File: config.mk
export PLATFORM = sky130hd
export DESIGN_NAME = column_pass_arbiter
export DESIGN_NICKNAME = d
export VERILOG_FILES = /design/src/rtl/lib_arbiter_pkg.sv /design/src/rtl/Priority_arb.sv /design/src/rtl/column_pass_arbiter.sv
export SDC_FILE = /design/constraint.sdc
export NUM_CORES = 1
export LEC_CHECK = 0
export ABC_AREA = 1
export BUFFER_PORTS_ARGS = -buffer_cell sky130_fd_sc_hd__buf_2
export CORE_ASPECT_RATIO = 1.25
export CORE_MARGIN = 2
export CORE_UTILIZATION = 52
export CTS_BUF_LIST = sky130_fd_sc_hd__clkbuf_8 sky130_fd_sc_hd__clkbuf_16
export CTS_CLUSTER_DIAMETER = 200
export DETAILED_ROUTE_END_ITERATION = 12
export PLACE_DENSITY_LB_ADDON = 0.08
export SLEW_MARGIN = 20
export SYNTH_ARGS = -nofsm -noshare
export SYNTH_HDL_FRONTEND = slang
export SYNTH_SLANG_ARGS = --single-unit
File: constraint.sdc
create_clock -name clk_i -period 1.6 [get_ports clk_i]
set_input_delay 0.16 -clock clk_i [delete_from_list [all_inputs] [get_ports clk_i]]
set_output_delay 0.16 -clock clk_i [all_outputs]
set_load 0.005 [all_outputs]
File: src/rtl/lib_arbiter_pkg.sv
// rtl/lib_arbiter_pkg.sv - shared state type, default sizes and one-hot helper for the arbiters
package lib_arbiter_pkg;

   typedef enum logic [1:0] {
      IDLE    = 2'd0,
      GRANT   = 2'd1,
      RELEASE = 2'd2
   } col_arb_state_t;

   localparam int ARB_DEF_COLS     = 8;
   localparam int ARB_DEF_COL_ADD  = 3;
   localparam int ARB_DEF_HOLD_MAX = 0;
   localparam int ARB_MAX_W        = 64;

   // Only the low `width` bits of the zero-extended vector are considered.
   function automatic int unsigned onehot_to_bin(input logic [ARB_MAX_W-1:0] oh, input int width);
      int unsigned idx;
      idx = 0;
      for (int i = 0; i < ARB_MAX_W; i++) begin
         if (i < width && oh[i]) idx |= unsigned'(i);
      end
      return idx;
   endfunction

endpackage

File: src/rtl/Priority_arb.sv
// rtl/Priority_arb.sv - fixed-priority arbiter: grants the lowest-index active request
module Priority_arb #(
   parameter int Lvl_ROWS = 8
) (
   input  logic [Lvl_ROWS-1:0] req_i,
   output logic [Lvl_ROWS-1:0] gnt_o
);

   // Two's-complement trick isolates the least-significant set bit.
   assign gnt_o = req_i & (~req_i + Lvl_ROWS'(1));

endmodule

File: src/rtl/column_pass_arbiter.sv
// rtl/column_pass_arbiter.sv - one ascending grant pass per row scan with valid/ack hold and timeout
// COL_ARB_SNAPSHOT_EN: serve only the requests present when the pass starts.
module column_pass_arbiter
   import lib_arbiter_pkg::*;
#(
   parameter int Lvl_COLS    = ARB_DEF_COLS,
   parameter int Lvl_COL_ADD = ARB_DEF_COL_ADD,
   parameter int HOLD_MAX    = ARB_DEF_HOLD_MAX
) (
   input  logic                   clk_i,
   input  logic                   reset_i,
   input  logic                   enable_i,
   input  logic [Lvl_COLS-1:0]    req_i,
   input  logic                   ack_i,
   output logic [Lvl_COLS-1:0]    gnt_o,
   output logic                   gnt_valid_o,
   output logic [Lvl_COL_ADD-1:0] yadd_o,
   output logic                   grp_release_o,
   output logic                   timeout_o,
   output logic                   busy_o
);

   localparam int CNT_W     = (HOLD_MAX > 1) ? $clog2(HOLD_MAX) : 1;
   localparam int HOLD_LAST = (HOLD_MAX > 0) ? HOLD_MAX - 1 : 0;
   localparam logic [Lvl_COLS-1:0] ALL_ONES = '1;

   if (Lvl_COLS < 2 || Lvl_COLS > ARB_MAX_W) begin : g_bad_cols
      $error("column_pass_arbiter: Lvl_COLS out of range");
   end
   if (Lvl_COL_ADD < $clog2(Lvl_COLS)) begin : g_bad_col_add
      $error("column_pass_arbiter: Lvl_COL_ADD too narrow for Lvl_COLS");
   end

   col_arb_state_t         state_q;
   logic [Lvl_COLS-1:0]    mask_q;
   logic [Lvl_COLS-1:0]    gnt_q;
   logic [Lvl_COL_ADD-1:0] yadd_q;
   logic                   valid_q;
   logic                   rel_q;
   logic                   to_q;
   logic [CNT_W-1:0]       hold_q;

   logic [Lvl_COLS-1:0]    cand;
   logic [Lvl_COLS-1:0]    mask_req;
   logic [Lvl_COLS-1:0]    pick;
   logic [Lvl_COLS-1:0]    mask_after;
   logic [Lvl_COL_ADD-1:0] pick_idx;
   logic                   hold_expired;
   logic                   advance;
   logic                   load_grant;

`ifdef COL_ARB_SNAPSHOT_EN
   logic [Lvl_COLS-1:0]    snap_q;
   assign cand = (state_q == IDLE) ? req_i : snap_q;
`else
   assign cand = req_i;
`endif

   assign mask_req = cand & mask_q;

   Priority_arb #(.Lvl_ROWS(Lvl_COLS)) u_prio (
      .req_i (mask_req),
      .gnt_o (pick)
   );

   assign pick_idx     = Lvl_COL_ADD'(onehot_to_bin(ARB_MAX_W'(pick), Lvl_COLS));
   // Everything strictly above the picked column stays eligible this pass.
   assign mask_after   = ~(pick | (pick - Lvl_COLS'(1)));
   assign hold_expired = (HOLD_MAX > 0) && (hold_q == CNT_W'(HOLD_LAST));
   // After a timeout the grant is already gone, so the pass moves on unconditionally.
   assign advance      = !valid_q || ack_i;
   assign load_grant   = (|mask_req) && ((state_q == IDLE) || (state_q == GRANT && advance));

   always_ff @(posedge clk_i) begin
      if (reset_i || !enable_i) begin
         state_q <= IDLE;
         mask_q  <= ALL_ONES;
         gnt_q   <= '0;
         yadd_q  <= '0;
         valid_q <= 1'b0;
         rel_q   <= 1'b0;
         to_q    <= 1'b0;
         hold_q  <= '0;
`ifdef COL_ARB_SNAPSHOT_EN
         snap_q  <= '0;
`endif
      end else begin
         rel_q <= 1'b0;
         to_q  <= 1'b0;
         case (state_q)
            IDLE: begin
               if (|mask_req) state_q <= GRANT;
            end
            GRANT: begin
               if (valid_q && !ack_i) begin
                  if (hold_expired) begin
                     gnt_q   <= '0;
                     yadd_q  <= '0;
                     valid_q <= 1'b0;
                     to_q    <= 1'b1;
                  end else begin
                     hold_q <= hold_q + CNT_W'(1);
                  end
               end else if (!(|mask_req)) begin
                  gnt_q   <= '0;
                  yadd_q  <= '0;
                  valid_q <= 1'b0;
                  rel_q   <= 1'b1;
                  state_q <= RELEASE;
               end
            end
            RELEASE: begin
               mask_q  <= ALL_ONES;
               state_q <= IDLE;
            end
            default: state_q <= IDLE;
         endcase

         if (load_grant) begin
            gnt_q   <= pick;
            yadd_q  <= pick_idx;
            valid_q <= 1'b1;
            mask_q  <= mask_after;
            hold_q  <= '0;
`ifdef COL_ARB_SNAPSHOT_EN
            snap_q  <= cand & ~pick;
`endif
         end
      end
   end

   assign gnt_o         = gnt_q;
   assign gnt_valid_o   = valid_q;
   assign yadd_o        = yadd_q;
   assign grp_release_o = rel_q;
   assign timeout_o     = to_q;
   assign busy_o        = (state_q != IDLE);

endmodule

-- Word-level counts from Yosys, hierarchy flattened
Cells that the tools add are included.
- flip-flop bits (word level): 23
- input bits: 12
- output and inout bits: 15
- word-level logic and storage cells: 64
- $add $sub $neg: 2
- eq/ne operators: 7
- mux-type cells: 26
- bitwise operators: 6
- reductions and logical operators: 17
- operator list (cell ; count):
    $mux 8 ; 6
    $mux 3 ; 8
    $and 8x8->8 ; 2
    $not 8->8 ; 2
    $mux 2 ; 5
    $ne 2x2->1 const B ; 5
    $add 8x1->8 const B ; 1
    $or 8x8->8 ; 1
    $reduce_or 8->1 ; 1
    $sub 8x1->8 const B ; 1
    $mux 1 ; 6
    $reduce_and 3->1 ; 2
    $reduce_bool 2->1 ; 3
    $pmux 2 s2 ; 1
    $logic_and 1x1->1 ; 3
    $logic_not 1->1 ; 3
    $logic_or 1x1->1 ; 3
    $reduce_or 3->1 ; 1
    $eq 2x1->1 const B ; 1
    $eq 2x2->1 const B ; 1
    $logic_not 2->1 ; 1
    $not 1->1 ; 1

-- Longest topological paths before layout
Gate-level depths: netlist of the first run.
- depth after elaboration: 12
- mapped depth: 10

-- By module
From an unflattened synthesis of the first run, not the netlist that was laid out.
- cells, all modules: 180
- area total of the unflattened synthesis: 1315.0 um2
- by module, submodules not included (module ; times used ; cells an instance ; area each (um2) ; sequential area each (um2)):
    column_pass_arbiter ; 1 ; 160 ; 1223.7 ; 460.4
    Priority_arb ; 1 ; 20 ; 91.3 ; 0.0

-- Least setup slack after synthesis of the first run
No wires, ideal clock.
- path kind: flip-flop to flip-flop
- start: register mask_q[0]
- end: register gnt_q[5] (netlist: gnt_o[5])
- setup time: 0.139 ns
- arrival: 1.076 ns
- slack: 0.385 ns
- cell stages (with the launch flop): 10
- buffers on the path: 1
- period minus slack after synthesis: 1.215 ns
- cell sequence: dfxtp_1 nand2_2 nand2_4 nor2_4 nand2_4 nand2_8 inv_6 buf_12 nand3_1 a21oi_2
- cells in the longest elaborated chain, start to end: 5
- elaborated cells between the ends (all ways): 11
- those cells by class: add/sub (1); eq/ne (2); mux (1); bitwise (3); reduce/logical (4)
- ends and longest elaborated chain (element ; line ; source):
    from (decl) ; column_pass_arbiter.sv:35 ; logic [Lvl_COLS-1:0] mask_q;
    from (signal assigned) ; column_pass_arbiter.sv:123 ; mask_q <= mask_after;
    $and 8x8->8 * ; column_pass_arbiter.sv:59 ; assign mask_req = cand & mask_q;
    $not 8->8 or $reduce_or 8->1 (tied branches) ; Priority_arb.sv:10, column_pass_arbiter.sv:72, column_pass_arbiter.sv:104 ;
    $add 8x1->8 or $logic_and 1x1->1 (tied branches) ; Priority_arb.sv:10, column_pass_arbiter.sv:72 ;
    $and 8x8->8 (tied with other cells) ; Priority_arb.sv:10 ; assign gnt_o = req_i & (~req_i + Lvl_ROWS'(1));
    $mux 8 or $reduce_and 3->1 (tied branches) ; -- ;
    to (signal assigned) ; column_pass_arbiter.sv:120 ; gnt_q <= pick;
    to (decl) ; column_pass_arbiter.sv:36 ; logic [Lvl_COLS-1:0] gnt_q;
Mark *: on every way between the ends. The rest lies on a longest branch, timed or not.
A chain may end at the register's enable or synchronous reset.

-- Final worst setup path of the first run
- start: register mask_q[5]
- end: register mask_q[1]
- cells in the longest elaborated chain, start to end: 4
- elaborated cells between the ends (all ways): 5
- those cells by class: mux (1); bitwise (1); reduce/logical (3)
- ends and longest elaborated chain (element ; line ; source):
    $and 8x8->8 * ; column_pass_arbiter.sv:59 ;
    $reduce_or 8->1 * ; column_pass_arbiter.sv:72 ; assign load_grant = (|mask_req) && ((state_q == IDLE) || (state_q == GRANT && advance));
    $logic_and 1x1->1 * ; column_pass_arbiter.sv:72 ;
    $mux 8 or $reduce_bool 2->1 (tied branches) ; -- ;
Marked as above.

==> results of run 1 <==
[metrics by stage]
step | cells | hold WS (ps) | setup WS, ps
final | 204 | 249.6 | 213.5
after detailed placement | 200 | 454.5 | 207.1
after floorplan | 148 | 371.1 | 385.2
after global routing | 204 | 289.0 | 53.57
after global placement | 200 | 445.8 | 285.2
after CTS | 204 | 245.6 | 192.1
[state kept, by name, summed over array words and instances, names as in the netlist]
name           count
grp_release_o      1
gnt_o              8
yadd_o             3
mask_q             8
gnt_valid_o        1
state_q            2
[cell families (layout without fill, tap and decap cells)]
kind of cell,Yosys count,in the layout
flip-flops,23,23
buffers and inverters,21,46
AO/OA/AOI/OAI,21,21
AND/OR/NAND/NOR,82,82
other,1,1
[layer usage]
layer | vias to the layer above | GRT usage [%]
met3 | 5 | 2.848
li1 | 519 | -
met4 | 0 | 8.571
met1 | 415 | 26.88
met5 | - | 0
met2 | 23 | 30.95
[Yosys cell counts]
cell type	number	share of area, %
nand2_1	32	10
o21ai_0	5	2.1
nor2_4	2	1.9
inv_1	14	4.5
clkbuf_1	2	0.64
buf_12	2	3.4
nor2_2	1	0.54
inv_6	1	0.75
buf_4	2	1.3
nand3_1	14	6.0
o21ai_1	2	0.86
nand2_2	5	2.7
o211ai_1	1	0.64
nand3_2	7	6.0
a21oi_2	9	6.7
nand2_4	3	2.9
nand2_8	1	1.7
dfxtp_1	23	39
nor2_1	15	4.8
nor3_1	2	0.86
a21oi_1	4	1.7
conb_1	1	0.32
[power by group through the flow]
stage	logic [mW]	clock network (mW)	registers [mW]
floorplan	0.103	0	0.609
detailed placement	0.139	0	0.609
CTS	0.140	0.359	0.596
global route	0.158	0.383	0.597
global placement	0.136	0	0.608
finish	0.139	0.349	0.595
[critical path: stages (launching register included)]
cell	delay [ps]
dfxtp_1	320
nand2_1	100
nand2_1	120
nor2_2	170
nand2_4	90
nand2_8	150
nand2_4	90
o21ai_0	170
nand2_1	70
[path summary, 6_finish.rpt]
check / from / slack, ps / end
worst min register to register: gnt_o[6] / 470 / gnt_o[6]
worst min-delay path: req_i[0] / 250 / gnt_o[1]
worst max-delay path: mask_q[5] / 210 / mask_q[1]
worst max register to register: mask_q[5] / 210 / mask_q[1]
[cell type report]
cell class	count	area [sq um]
clock buffer	3	41.29
multi-input combinational	104	585.6
tap	31	38.79
sequential	23	460.4
inverter	15	61.31
timing repair buffer	27	140.1
clock inverter	1	3.754
fill	211	832.0
==> flow_metrics.py, run 1 <==
metrics = {
    "outcome": {
        "status": "complete, no violations",
    },
    "timing": {
        "report.final.slew_viol_count": 0,
        "period_share_pct": 86.66,
        "setup_viol": 0,
        "finalCriticalPeriod_ps": 1387,
        "rsz0062_at_grt": "false",
        "max_clock_freq_mhz": 721.2,
        "hold_viol": 0,
        "worstMarginPinSlew_ps": 520.8,
        "relSlewSlack_pct": 65.24,
        "skew_ps": 1.242,
        "setup_tns_ps": 0,
    },
    "synthesis": {
        "synth_cell_type_count": 22,
        "ys_ff_latch": 23,
        "yosys_warnings": 0,
        "seq_area_frac_synth_pct": 39.36,
        "postSynthAreaPerCell_sq_um": 7.905,
        "synth_cells": 148,
        "synthAdderAreaFrac_pct": 0,
        "yosys.area_share.simple_pct": 37.65,
        "syn-num-nets": 160,
        "syn_area_sq_mm": 0.001170,
        "synth_mux_area_share_pct": 0,
        "synth_top_family_by_area": "simple AND/OR/NAND/NOR gates",
        "synth_compound_area_share_pct": 12.09,
        "synth_xor_area_share_pct": 0,
    },
    "cts": {
        "cts_resized": 0,
        "tritoncts": "yes",
        "clockBufferDepth": 2,
        "hold_buffers": 0,
        "postCtsSetupBuffers": 0,
        "cts_sinks": 23,
        "clk_latency_ps": 260,
        "cts_inserted_buffers": 3,
        "cts-root-buf": "clkbuf_8",
        "cts.reportedPaths.clkPinSlew_ps": 80,
        "h-tree-depth": 1,
    },
    "route": {
        "top_layer": "met4",
        "drc": 0,
        "wl_met1_mm": 1.060,
        "routed-wl-met2_mm": 1.048,
        "firstDrtPassIters": 4,
        "num_vias": 962,
        "ant_nets": 0,
        "drt-initial-drc-count": 27,
        "met3WireLength_microns": 70,
        "wirelength_mm": 2.223,
        "viasPerCell": 4.716,
        "wl_per_cell_microns": 10.90,
    },
    "global_route": {
        "grt_antenna_before_repair": 0,
        "grt-ovfl-total": 0,
        "grt_max_degree": 17,
        "track_usage_pct": 19.93,
        "grt_pass1_wl_mm": 3.898,
        "grt_pass1_vias": 894,
    },
    "worst_setup_path": {
        "end_kind": "flop",
        "path_class": "flop to flop",
        "arrival_ps": 1540,
        "path_max_fanout": 16,
        "setup.worst_path.start_class": "flop",
        "cp_data_required_time_ps": 1750,
        "ff2ff_path_depth": 8,
    },
    "worst_hold_path": {
        "min_path_cells": 4,
        "hp-class": "input pin to flop",
    },
    "floorplan": {
        "top_level_ports": 27,
        "die_area_sq_mm": 0.002648,
        "start_util_pct": 54.08,
        "die_y_microns": 57.03,
        "core_area_sq_mm": 0.002163,
        "rows": 19,
        "die_width_microns": 46.43,
    },
    "power_and_ir_drop": {
        "power.internal_mw": 0.8085,
        "p_leak_nw": 0.6057,
        "p_seq_share_pct": 55.0,
        "powerDensity_mw_per_mm2": 813.1,
        "power_frac_comb_pct": 12.8,
        "vdd_drop_max_uv": 496.4,
        "clkPwrFrac_pct": 32.2,
        "power.switching_mw": 0.2741,
        "switching_share_pct": 25.32,
        "power.total_mw": 1.083,
    },
    "layout": {
        "fin_util_pct": 61.54,
        "drive_gt1_share_pct": 34.10,
        "layout.nets": 186,
        "area_delta_synth_final_pct": 13.80,
        "diodes": 0,
        "layout_common_cells": "nand2_1, buf_2, dfxtp_1",
        "fin_area_sq_mm": 0.001331,
        "final_common_cell": "nand2_1",
    },
    "flow_run": {
        "maxCapViolCount": 0,
    },
    "placement": {
        "dp_hpwl_mm": 1.758,
        "gp_congestion": 0.8838,
        "port_buffers": 25,
        "placed_area_sq_mm": 0.001286,
    },
}
No activity file was read; power rests on OpenSTA's default activity.
==> run 2: changes to the inputs <==
--- a/config.mk
+++ b/config.mk
@@ -6,7 +6,7 @@
 export NUM_CORES = 1
 export LEC_CHECK = 0
 export ABC_AREA = 1
-export BUFFER_PORTS_ARGS = -buffer_cell sky130_fd_sc_hd__buf_2
+export BUFFER_PORTS_ARGS = -buffer_cell sky130_fd_sc_hd__buf_4
 export CORE_ASPECT_RATIO = 1.25
 export CORE_MARGIN = 2
 export CORE_UTILIZATION = 52
==> flow_metrics.py, run 2 (same netlist as run 1, synthesis figures left out) <==
metrics = {
    "floorplan": {
        "core_area_sq_mm": 0.002163,
        "top_level_ports": 27,
        "rows": 19,
        "die_y_microns": 57.03,
        "die_width_microns": 46.43,
        "start_util_pct": 54.08,
        "die_area_sq_mm": 0.002648,
    },
    "route": {
        "drt-initial-drc-count": 14,
        "ant_nets": 0,
        "wl_per_cell_microns": 10.87,
        "firstDrtPassIters": 4,
        "num_vias": 983,
        "wirelength_mm": 2.217,
        "drc": 0,
        "viasPerCell": 4.819,
    },
    "global_route": {
        "track_usage_pct": 20.37,
        "grt_pass1_wl_mm": 4.015,
        "grt_max_degree": 17,
        "grt_pass1_vias": 898,
        "grt_antenna_before_repair": 0,
        "grt-ovfl-total": 0,
    },
    "timing": {
        "worstMarginPinSlew_ps": 523.7,
        "rsz0062_at_grt": "false",
        "finalCriticalPeriod_ps": 1367,
        "max_clock_freq_mhz": 731.3,
        "setup_tns_ps": 0,
        "report.final.slew_viol_count": 0,
        "skew_ps": 4.034,
        "period_share_pct": 85.46,
        "relSlewSlack_pct": 65.05,
        "hold_viol": 0,
        "setup_viol": 0,
    },
    "power_and_ir_drop": {
        "power.total_mw": 1.103,
        "p_leak_nw": 0.6137,
        "powerDensity_mw_per_mm2": 790.6,
        "vdd_drop_max_uv": 522.4,
    },
    "cts": {
        "cts_inserted_buffers": 3,
        "cts_resized": 0,
        "hold_buffers": 0,
        "tritoncts": "yes",
        "clockBufferDepth": 2,
        "cts.reportedPaths.clkPinSlew_ps": 80,
        "cts_sinks": 23,
        "clk_latency_ps": 260,
        "cts-root-buf": "clkbuf_8",
        "h-tree-depth": 1,
        "postCtsSetupBuffers": 0,
    },
    "outcome": {
        "status": "complete, no violations",
    },
    "layout": {
        "diodes": 0,
        "layout_common_cells": "nand2_1, buf_4, dfxtp_1",
        "layout.nets": 186,
        "fillers": 199,
        "area_delta_synth_final_pct": 19.25,
        "regArea_sq_um": 460.4,
        "final_common_cell": "nand2_1",
        "drive_gt1_share_pct": 34.68,
        "multi_input_area_sq_um": 585.6,
    },
    "worst_setup_path": {
        "end_kind": "flop",
        "cp_data_required_time_ps": 1760,
        "path_class": "flop to flop",
        "arrival_ps": 1520,
        "path_max_fanout": 16,
        "setup.worst_path.start_class": "flop",
        "ff2ff_setup_slack_ps": 230,
    },
    "placement": {
        "dp_hpwl_mm": 1.726,
        "gp_congestion": 0.8961,
        "port_buffers": 25,
    },
    "flow_run": {
        "maxCapViolCount": 0,
    },
    "worst_hold_path": {
        "hp-class": "input pin to flop",
    },
}
## run 2: report_power, final
part | switching [mW] | leakage (nW) | internal, mW | total, mW
registers | 0.00892 | 0.187 | 0.587 | 0.596
logic | 0.0882 | 0.401 | 0.0624 | 0.151
clock network | 0.183 | 0.0255 | 0.174 | 0.357
total | 0.280 | 0.614 | 0.823 | 1.10
## run 2: final cells by class
cell class / count / area share (%)
Clock buffer: 3 / 2.960
Clock inverter: 1 / 0.3587
Inverter: 15 / 4.395
Multi-Input combinational cell: 104 / 41.97
Sequential cell: 23 / 33.00
Tap cell: 31 / 2.780
Timing Repair Buffer: 27 / 14.53
## run 2: path summary, 6_finish.rpt
path,cells after the start,start,to
setup / recovery,8,mask_q[4],mask_q[1]
hold / removal,4,req_i[0],gnt_o[1]
setup reg to reg,8,mask_q[4],mask_q[1]
hold reg to reg,2,gnt_o[4],gnt_o[4]
## run 2: through the flow
step / area, sq um / util (%) / instances / setup WS [ps] / hold WS [ps]
after global placement: 1349 / 62.35 / 200 / 270.4 / 447.0
after CTS: 1395 / 64.49 / 204 / 217.8 / 245.7
after floorplan: 1170 / - / 148 / 385.2 / 371.1
final: 1395 / 64.49 / 204 / 232.7 / 249.2
after detailed placement: 1349 / 62.35 / 200 / 236.8 / 457.0
after global routing: 1395 / 64.49 / 204 / 90.08 / 249.3
## run 2: critical path, cell delays in order (launching register included)
cell,delay (ps)
dfxtp_1,310
nand2_1,100
nand2_1,110
nor2_2,160
nand2_4,90
nand2_8,150
nand2_4,90
o21ai_0,160
nand2_1,70
## run 2: metal layers
metal  vias to the layer above  wire length, microns  part of all wire [%]  track usage (%)
met4                         0                    34                   1.5            7.347
li1                        522                     -                     -                -
met1                       427                  1018                    46            27.52
met3                         4                   101                   4.6            2.848
met5                         -                     0                     0                0
met2                        30                  1063                    48            32.34
